<file path="src/rtl/ibex_fp_wb_arbiter.sv">
// FP writeback arbiter: merges FLW load data and buffered FPU results into
// the single FP register file write port, and tracks in-flight destinations
// in a pending scoreboard for decode RAW-hazard stalls.
module ibex_fp_wb_arbiter #(
    parameter int DataWidth  = 32,
    parameter int FifoDepth  = 2,
    parameter int ADDR_WIDTH = 5
) (
    input  logic                          clk_i,
    input  logic                          rst_i,
    input  logic                          fpu_valid_i,
    output logic                          fpu_ready_o,
    input  logic [ADDR_WIDTH-1:0]         fpu_rd_i,
    input  logic [DataWidth-1:0]          fpu_result_i,
    input  logic                          lsu_valid_i,
    input  logic [ADDR_WIDTH-1:0]         lsu_rd_i,
    input  logic [DataWidth-1:0]          lsu_rdata_i,
    input  logic                          issue_i,
    input  logic [ADDR_WIDTH-1:0]         issue_rd_i,
    input  logic [ADDR_WIDTH-1:0]         raddr_a_i,
    input  logic [ADDR_WIDTH-1:0]         raddr_b_i,
    input  logic [ADDR_WIDTH-1:0]         raddr_c_i,
    input  logic [2:0]                    rs_used_i,
    output logic                          hazard_o,
    output logic [ADDR_WIDTH-1:0]         waddr_a_o,
    output logic [DataWidth-1:0]          wdata_a_o,
    output logic                          we_a_o,
    output logic [2**ADDR_WIDTH-1:0]      pending_o,
    output logic [$clog2(FifoDepth):0]    fifo_cnt_o
);

    localparam int NumRegs = 2 ** ADDR_WIDTH;
    localparam int PtrW    = $clog2(FifoDepth);
    localparam int CntW    = PtrW + 1;
    localparam int EntryW  = ADDR_WIDTH + DataWidth;
    localparam logic [CntW-1:0] DepthC = CntW'(FifoDepth);

    // FPU result buffer: each entry holds {rd, result}
    logic [EntryW-1:0]     fifo_mem_r [FifoDepth];
    logic [PtrW-1:0]       wr_ptr_r;
    logic [PtrW-1:0]       rd_ptr_r;
    logic [CntW-1:0]       fifo_cnt_r;
    logic [EntryW-1:0]     fifo_head_s;

    logic                  fpu_hs_s;
    logic                  push_s;
    logic                  pop_s;
    logic                  wr_sel_s;
    logic [ADDR_WIDTH-1:0] wr_addr_s;
    logic [DataWidth-1:0]  wr_data_s;

    logic                  we_a_r;
    logic [ADDR_WIDTH-1:0] waddr_a_r;
    logic [DataWidth-1:0]  wdata_a_r;

    logic [NumRegs-1:0]    pending_r;
    logic [NumRegs-1:0]    pending_d_s;

    assign fifo_head_s = fifo_mem_r[rd_ptr_r];
    // Ready is withheld during reset so no result is lost while state clears
    assign fpu_ready_o = ~rst_i & (fifo_cnt_r < DepthC);
    assign fpu_hs_s    = fpu_valid_i & fpu_ready_o;

    // Source select: LSU beats buffered results, which beat a direct FPU bypass
    always_comb begin
        push_s    = 1'b0;
        pop_s     = 1'b0;
        wr_sel_s  = 1'b0;
        wr_addr_s = {ADDR_WIDTH{1'b0}};
        wr_data_s = {DataWidth{1'b0}};
        if (lsu_valid_i) begin
            wr_sel_s  = 1'b1;
            wr_addr_s = lsu_rd_i;
            wr_data_s = lsu_rdata_i;
            push_s    = fpu_hs_s;
        end else if (fifo_cnt_r != {CntW{1'b0}}) begin
            wr_sel_s  = 1'b1;
            wr_addr_s = fifo_head_s[EntryW-1:DataWidth];
            wr_data_s = fifo_head_s[DataWidth-1:0];
            pop_s     = 1'b1;
            push_s    = fpu_hs_s;
        end else if (fpu_hs_s) begin
            wr_sel_s  = 1'b1;
            wr_addr_s = fpu_rd_i;
            wr_data_s = fpu_result_i;
        end else begin
            wr_sel_s  = 1'b0;
        end
    end

    // Buffer storage: data payload needs no reset, occupancy is tracked separately
    always_ff @(posedge clk_i) begin
        if (push_s) begin
            fifo_mem_r[wr_ptr_r] <= {fpu_rd_i, fpu_result_i};
        end
    end

    // Buffer pointers and occupancy; power-of-two depth makes pointers wrap naturally
    always_ff @(posedge clk_i) begin
        if (rst_i) begin
            wr_ptr_r   <= {PtrW{1'b0}};
            rd_ptr_r   <= {PtrW{1'b0}};
            fifo_cnt_r <= {CntW{1'b0}};
        end else begin
            if (push_s) begin
                wr_ptr_r <= wr_ptr_r + PtrW'(1);
            end
            if (pop_s) begin
                rd_ptr_r <= rd_ptr_r + PtrW'(1);
            end
            case ({push_s, pop_s})
                2'b10:   fifo_cnt_r <= fifo_cnt_r + CntW'(1);
                2'b01:   fifo_cnt_r <= fifo_cnt_r - CntW'(1);
                default: fifo_cnt_r <= fifo_cnt_r;
            endcase
        end
    end

    // Registered write port; register 0 is never written
    always_ff @(posedge clk_i) begin
        if (rst_i) begin
            we_a_r    <= 1'b0;
            waddr_a_r <= {ADDR_WIDTH{1'b0}};
            wdata_a_r <= {DataWidth{1'b0}};
        end else begin
            we_a_r    <= wr_sel_s & (wr_addr_s != {ADDR_WIDTH{1'b0}});
            waddr_a_r <= wr_addr_s;
            wdata_a_r <= wr_data_s;
        end
    end

    // Scoreboard next state: clear on the register file write, then set on issue so set wins
    always_comb begin
        pending_d_s = pending_r;
        if (we_a_r) begin
            pending_d_s[waddr_a_r] = 1'b0;
        end else begin
            pending_d_s = pending_d_s;
        end
        if (issue_i && (issue_rd_i != {ADDR_WIDTH{1'b0}})) begin
            pending_d_s[issue_rd_i] = 1'b1;
        end else begin
            pending_d_s = pending_d_s;
        end
        pending_d_s[0] = 1'b0;
    end

    // Scoreboard register
    always_ff @(posedge clk_i) begin
        if (rst_i) begin
            pending_r <= {NumRegs{1'b0}};
        end else begin
            pending_r <= pending_d_s;
        end
    end

    assign hazard_o = (rs_used_i[0] & pending_r[raddr_a_i])
                    | (rs_used_i[1] & pending_r[raddr_b_i])
                    | (rs_used_i[2] & pending_r[raddr_c_i]);

    assign we_a_o     = we_a_r;
    assign waddr_a_o  = waddr_a_r;
    assign wdata_a_o  = wdata_a_r;
    assign pending_o  = pending_r;
    assign fifo_cnt_o = fifo_cnt_r;

endmodule

</file>
<file path="config.mk">
export PLATFORM = sky130hd
export DESIGN_NAME = ibex_fp_wb_arbiter
export DESIGN_NICKNAME = d
export VERILOG_FILES = /design/src/rtl/ibex_fp_wb_arbiter.sv
export SDC_FILE = /design/constraint.sdc
export NUM_CORES = 1
export LEC_CHECK = 0
export CAP_MARGIN = 20
export CORE_MARGIN = 8
export CORE_UTILIZATION = 50
export CTS_BUF_LIST = sky130_fd_sc_hd__clkbuf_4
export DETAILED_ROUTE_END_ITERATION = 10
export PLACE_DENSITY = 0.86
export SETUP_SLACK_MARGIN = 0.3
export SYNTH_ARGS = -nofsm -noshare
export SYNTH_HDL_FRONTEND = slang
export SYNTH_SLANG_ARGS = --single-unit
</file>
<file path="constraint.sdc">
create_clock -name clk_i -period 4.4 [get_ports clk_i]
set_clock_uncertainty 0.2 [all_clocks]
set_input_delay 0.88 -clock clk_i [delete_from_list [all_inputs] [get_ports clk_i]]
set_output_delay 0.88 -clock clk_i [all_outputs]
set_load 0.01 [all_outputs]
</file>
* Yosys cells after proc, flatten, opt, wreduce, memory -nomap -nowiden
Memory sizes are Yosys's and may differ from the RTL's. A register that Yosys moved wholly into a read port is not among the register bits.
Index checks and enable logic that the tools add are counted.
** Storage, ports and cells
- Bits in registers :: 74
- Bits in writable memories :: 74
- Input bits :: 102
- Output and inout port bits :: 74
- Logic and storage cells :: 72
- Memories kept :: 1
** Cells by class
- Add/subtract/negate cells :: 4
- Order comparisons :: 8
- Equal/unequal tests :: 2
- Mux-type cells :: 30
- Bitwise gates (word level) :: 12
- Reduce and logical (&&, ||, !) cells :: 7
** Memories
- fifo_mem_r :: depth 2, width 37, read ports 1, clocked after memory_dff 1, wr ports 1, RTL line 39 : logic [EntryW-1:0] fifo_mem_r [FifoDepth];
** Operators with widths (count)
- 32-bit two-way mux :: 5
- 32-bit AND :: 1
- 32-bit NOT :: 1
- 32-bit bitwise OR :: 1
- 5-bit by 6-bit < comparator with 1-bit output, second input constant :: 5
- 1-bit two-way mux :: 16
- 1-bit binary-select mux with 5-bit select :: 3
- 5-bit two-way mux :: 3
- 1-bit demux with 5-bit select :: 2
- 5-bit by 1-bit >= comparator with 1-bit output, second input constant :: 2
- 5-bit nonzero test :: 2
- 1-bit AND :: 6
- 2-bit one-hot mux with 2 select lines :: 1
- 2-bit nonzero test :: 2
- 1-bit logical AND :: 3
- 1-bit adder, second input constant :: 2
- 2-bit by 1-bit adder with 2-bit output, second input constant :: 1
- 2-bit by 1-bit == test with 1-bit output, second input constant :: 1
- 2-bit == test, second input constant :: 1
- 2-bit < comparator, second input constant :: 1
- 1-bit bitwise OR :: 2
- 2-bit by 1-bit subtractor with 2-bit output, second input constant :: 1
- 1-bit NOT :: 1

* Logic depth before layout (Yosys ltp)
Gate-level depths: netlist of run 1.
- Depth after elaboration :: 9
- Depth in mapped cells :: 7
- Mapped depth without buffers :: 6

* Worst setup path before layout of run 1
No wires, ideal clock.
- Kind :: input to register
- Start point :: in lsu_valid_i
- End point :: mem fifo_mem_r[0][0] (netlist name) (enable)
- Arrival time :: 2.927 ns
- Setup slack :: 0.842 ns
- Stages :: 3
- Cells stage by stage :: clkbuf_1 o211ai_1 nor2_1
** On the way
- Word-level cells in the longest chain between the ends :: 3
** Ends and longest elaborated chain
- start, declared :: RTL line 15 : input logic lsu_valid_i,
- 1-bit two-way mux :: RTL line 71 : if (lsu_valid_i) begin
- 1-bit two-way mux :: RTL line 93 : if (push_s) begin
- 1-bit two-way mux (not written as such) :: RTL line 94 : fifo_mem_r[wr_ptr_r] <= {fpu_rd_i, fpu_result_i};
- end, declared :: RTL line 39
No other way between the ends.

* Worst setup path after layout of run 1
- Start point :: in raddr_b_i[0]
- End point :: out hazard_o
** On the way
- Word-level cells in the longest chain between the ends :: 5
** Ends and longest elaborated chain
- start, declared :: RTL line 21 : input logic [ADDR_WIDTH-1:0] raddr_b_i,
- 1-bit binary-select mux with 5-bit select :: RTL line 158 : | (rs_used_i[1] & pending_r[raddr_b_i])
- 1-bit two-way mux (not written as such) :: RTL line 158
- 1-bit AND :: RTL line 158
- 1-bit bitwise OR :: RTL line 158
- 1-bit bitwise OR :: RTL line 159 : | (rs_used_i[2] & pending_r[raddr_c_i]);
- end, declared :: RTL line 24 : output logic hazard_o,
No other way between the ends. The select of a mux whose other input is x is not followed.

==> out/results.ini, run 1 <==
[status]
status = finished, final reports clean

[final_layout]
multi_input_area_um2 = 2630
fillers = 934
area_growth_pct = 35.2
seq_area_um2 = 3700
final_nets = 826
final_cell_area_um2 = 8780
drive_gt1_frac = 0.144
antenna_cells = 0

[detailed_routing]
post_drt_wl_per_cell_um = 21.2
drt_first_pass_iters = 10
vias_per_cell = 6.03
ant_nets = 0
drt_wl_total_mm = 19.3
drc = 0
num_vias = 5473
drt_iter0_markers = 541

[timing]
period_needed_ns = 4.02
rsz0062_at_grt = no
worstMarginPinSlew_ns = 0.949
hold_violations = 0
max_freq_mhz = 249
finalMaxSlewViolations = 0
finalSetupTns_ns = 0
fin_crit_sh = 0.913
setup_viol = 0
max_slew_margin = 0.367

[power]
p_leak_nw = 3.04
peakVddDrop_v = 0.000260
p_per_area_nw_per_um2 = 376

[floorplan]
io_pins = 176
initial_core_util = 0.512
rows = 41
dieArea_um2 = 16900
die_w_um = 130
die_h_um = 130
core_um2 = 12700

[logic_synthesis]
ys_seq_area_frac = 0.570
yosys-top-cells-count = dfxtp_1, edfxtp_1, nor2_1
yosys_warnings = 0
yosys.area.top_type_share = 0.342
synth_area_um2 = 6490
netlist_top_cells_area = edfxtp_1, dfxtp_1, mux2_2, a222oi_1, mux2i_1
yosys.cell_types.count = 49
synth-seq-cells = 148
synth-edff-count = 74
yosysTopAreaCell = edfxtp_1
syn-num-nets = 649
async_reset_ff_frac = 0
syn_area_per_cell_um2 = 11.9
synthCells = 546
synth-main-ff-cell = edfxtp_1

[clocking]
hold_buffers = 0
clkLatencyLatePin_ns = 0.52
clkSinkCount = 148
clock_tree.root_cell = clkbuf_4
cts-buffers-inserted = 17
cts_tree = built
clockBufferDepth = 2
path_clk_slew_ns = 0.12
cts_max_level = 4

[grt]
grt_pass1_vias = 5732
grt_util_met2 = 0.384
grt_max_degree = 54
grt_pass1_wl_mm = 29.7
grt_usage = 0.226
grt-ovfl-total = 0
antenna_found_initial = 0
use_met3 = 0.0787
grt_most_used_layer = met2
met1_usage = 0.258

[job]
maxCapViolCount = 0

[placement]
dp_hpwl_mm = 14.0
place_area_um2 = 8420
routabilityCongestion = 0.967
io_buffer_count = 174

[worst_setup_path]
arrival_ns = 2.94
path_max_fanout = 6
end_kind = primary output
criticalPathCategory = in -> out
cp.required_ns = 3.32
start_kind = primary input

[min_path]
hp-class = reg -> reg

==> logic make-up after synthesis <==
kind of cell,after synthesis,share of synthesized area
AO/OA/AOI/OAI,129,0.134
XOR/XNOR,4,0.00540
adder cells (fa/ha/maj),1,0.00193
buffers and inverters,39,0.0266
flip-flops,148,0.570
multiplexers,74,0.146
other,1,0.000578
AND/OR/NAND/NOR,150,0.116
==> flip-flops by register name, indices dropped and copies added, names as in the netlist, named ones only <==
register and count:
pending_o 31, wr_ptr_r 1, rd_ptr_r 1, we_a_o 1, fifo_cnt_o 2, wdata_a_o 32, waddr_a_o 5, fifo_mem_r 74
==> power breakdown <==
group | switching, W | internal [W] | leakage (nW) | total (W)
clock | 0.000473 | 0.000463 | 0.160 | 0.000936
combinational | 0.000333 | 0.000388 | 1.60 | 0.000721
sequential | 0.0000991 | 0.00155 | 1.28 | 0.00165
==> critical path, cell delays in order <==
cell and delay [ns]:
clkdlybuf4s50_1 0.47, buf_6 0.14, buf_4 0.12, mux4_1 0.53, mux2i_1 0.13, a21oi_1 0.08
nor4bb_1 0.14, a2111o_1 0.31, buf_6 0.13
==> layer usage <==
layer	wire length (um)	share of wire
met1	7330	0.38
met2	9330	0.48
met3	2270	0.12
met4	361	0.019
met5	0	0
==> layout make-up <==
class	count	share of cell area
sequential	148	0.422
multi-input combinational	359	0.300
clock inverter	13	0.0209
timing repair buffer	193	0.215
inverter	4	0.00171
tap	172	0.0245
clock buffer	19	0.0162
==> placed cells by master, fill, tap and decap left out, types with 16 or more instances in the layout <==
cell type	Yosys	routed
mux2_2	39	39
dfxtp_1	74	73
nand2_1	40	40
a222oi_1	29	29
mux2i_1	24	24
edfxtp_1	74	74
nor2_1	49	46
buf_4	1	16
a21oi_1	43	43
o21ai_0	33	33
clkbuf_4	0	19
clkdlybuf4s50_1	0	169
==> metrics by stage <==
step,hold slack [ns],power (W),setup slack [ns],instances,utilization
2_1_floorplan,0.281,0.00205,0.842,546,-
3_3_place_gp,0.293,0.00236,-0.00501,873,0.665
3_5_place_dp,0.332,0.00239,-0.0179,873,0.665
4_1_cts,0.349,0.00331,0.339,907,0.692
5_1_grt,0.379,0.00344,0.308,908,0.693
6_report,0.349,0.00331,0.382,908,0.693
==> timing repair <==
action	in CTS	in global routing
gates resized for setup	5	5
gates cloned	0	0
setup buffers	2	0
pin swaps	1	5
endpoints found under the setup margin	1	1
==> path summary, 6_finish.rpt <==
path / startpoint / endpoint / slack [ns] / depth (start not counted)
worst max register to register: flop / we_a_o / 1.70 / 5
worst min register to register: pending_o[12] / pending_o[12] / 0.35 / 2
worst min-delay path: pending_o[12] / pending_o[12] / 0.35 / 2
worst max-delay path: raddr_b_i[0] / hazard_o / 0.38 / 9
(Power assumes the default switching activity.)
==> run 2: changes to the inputs <==
CORE_UTILIZATION = 48   (was 50)
CTS_BUF_LIST = sky130_fd_sc_hd__clkbuf_16   (was sky130_fd_sc_hd__clkbuf_4)
PLACE_DENSITY = 0.84   (was 0.86)
==> out/results.ini, run 2 (synthesized netlist as in run 1, its figures left out) <==
[timing]
fin_crit_sh = 0.911
max_slew_margin = 0.273
finalMaxSlewViolations = 0
period_needed_ns = 4.01
setup_viol = 0
hold_slack_ns = 0.330
worstMarginPinSlew_ns = 1.09
rsz0062_at_grt = no
max_freq_mhz = 249
hold_violations = 0

[grt]
antenna_found_initial = 0
grt_usage = 0.224
grt_max_degree = 43
grt_pass1_vias = 5880
grt-ovfl-total = 0
grt_pass1_wl_mm = 31.4

[floorplan]
die_w_um = 132
die_h_um = 132
io_pins = 176
dieArea_um2 = 17500
initial_core_util = 0.490
core_um2 = 13200
rows = 42

[worst_setup_path]
start_kind = primary input
arrival_ns = 2.93
end_kind = primary output
critPathTopFamily = buffers and inverters
crit_path_cell_trace = clkdlybuf4s50_1 > nor2b_1 > a22oi_1 > nand3_1 > nand4_1 > a2111o_1 > dlygate4sd2_1
max_stage_delay_ns = 0.65
cp_num_buf_inv = 2
crit_slowest_cell = clkdlybuf4s50_1
criticalPathCategory = in -> out
path_max_fanout = 8
cp.required_ns = 3.32

[final_layout]
largest_register_ffs = 74
drive_gt1_frac = 0.135
final_common_cell = clkdlybuf4s50_1
mostFrequentLayoutCells = clkdlybuf4s50_1, edfxtp_1, dfxtp_1
area_growth_pct = 38.9
final_nets = 823
antenna_cells = 0
final_util = 0.681
largest_register = fifo_mem_r

[detailed_routing]
ant_nets = 0
post_drt_wl_per_cell_um = 21.9
drt_wl_total_mm = 19.9
vias_per_cell = 6.01
drt_first_pass_iters = 9
num_vias = 5466
drc = 0
drt_iter0_markers = 607

[placement]
io_buffer_count = 174
routabilityCongestion = 0.952
dp_hpwl_mm = 14.3

[clocking]
clock_tree.root_cell = clkbuf_16
clockBufferDepth = 2
postCtsSetupBuffers = 0
hold_buffers = 0
path_clk_slew_ns = 0.06
cts_tree = built
clkLatencyLatePin_ns = 0.41
clkSinkCount = 148
cts_max_level = 4
cts-buffers-inserted = 17

[power]
p_sw_frac = 0.262
switching_power_w = 0.00100
p_per_area_nw_per_um2 = 424
combPwrFrac = 0.192
internal_power_w = 0.00282
p_leak_nw = 3.17
p_clk_frac = 0.376
pwr-share-seq = 0.431
total_power_w = 0.00382
peakVddDrop_v = 0.000288

[status]
status = finished, final reports clean

[job]
maxCapViolCount = 0

[min_path]
hp-class = reg -> reg

## run 2: cell types whose count changed in the layout (fill, tap and decap cells not counted), sizes merged, moves of 2 or more
| cell | previous run | this run |
|---|---|---|
| clkinvlp | 4 | 2 |
| dlygate4sd2 | 0 | 6 |
| buf | 22 | 18 |
| clkinv | 4 | 6 |
| clkdlybuf4s50 | 169 | 164 |
| clkbuf | 19 | 17 |
| inv | 5 | 8 |
## run 2: path summary, 6_finish.rpt
path	startpoint	endpoint	slack (ns)	depth (start not counted)
worst max register to register	flop	we_a_o	1.61	5
worst min register to register	rd_ptr_r	flop	0.33	2
worst min-delay path	rd_ptr_r	flop	0.33	2
worst max-delay path	raddr_a_i[0]	hazard_o	0.39	7
## run 2: timing repair
| item | 4_1_cts | 5_1_grt |
|---|---|---|
| setup endpoints to repair | 1 | 1 |
| resized for setup | 7 | 2 |
| endpoints found under the hold margin | 0 | 0 |
| gates cloned | 0 | 0 |
## run 2: area by class of cell
class	instances	area [um^2]
clock buffer	17	425
clock inverter	15	165
fill	969	4220
inverter	4	15.0
multi-input combinational	359	2640
sequential	148	3700
tap	176	220
timing repair buffer	190	1850
## run 2: power groups by stage
stage / Combinational (W) / Sequential (W) / Clock [W]
2_1_floorplan: 0.000399 / 0.00165 / 0
3_5_place_dp: 0.000720 / 0.00168 / 0
5_1_grt: 0.000779 / 0.00166 / 0.00151
4_1_cts: 0.000729 / 0.00165 / 0.00145
6_report: 0.000735 / 0.00165 / 0.00144
3_3_place_gp: 0.000701 / 0.00167 / 0
## run 2: layer usage
metal,GRT usage,part of all wire,vias up
met1,0.254,0.38,2613
met3,0.0804,0.11,38
li1,-,-,2463
met5,0,0,-
met4,0.0909,0.020,0
met2,0.375,0.50,352
## run 2: worst register-to-register path, stage by stage, from the launching register on
cell       delay [ns]
dfxtp_2          0.93
mux2_2           0.43
a221oi_1         0.34
o22ai_1          0.13
a2111oi_0        0.46
a211oi_1         0.15
## run 2: through the flow
stage	setup TNS [ns]	cell area, um^2	cells	setup WS, ns
6_report	0	9020	909	0.390
5_1_grt	0	9020	909	0.338
4_1_cts	0	9010	909	0.344
3_5_place_dp	-0.0541	8430	877	-0.0541
3_3_place_gp	-0.0411	8430	877	-0.0411
2_1_floorplan	0	6490	546	0.842
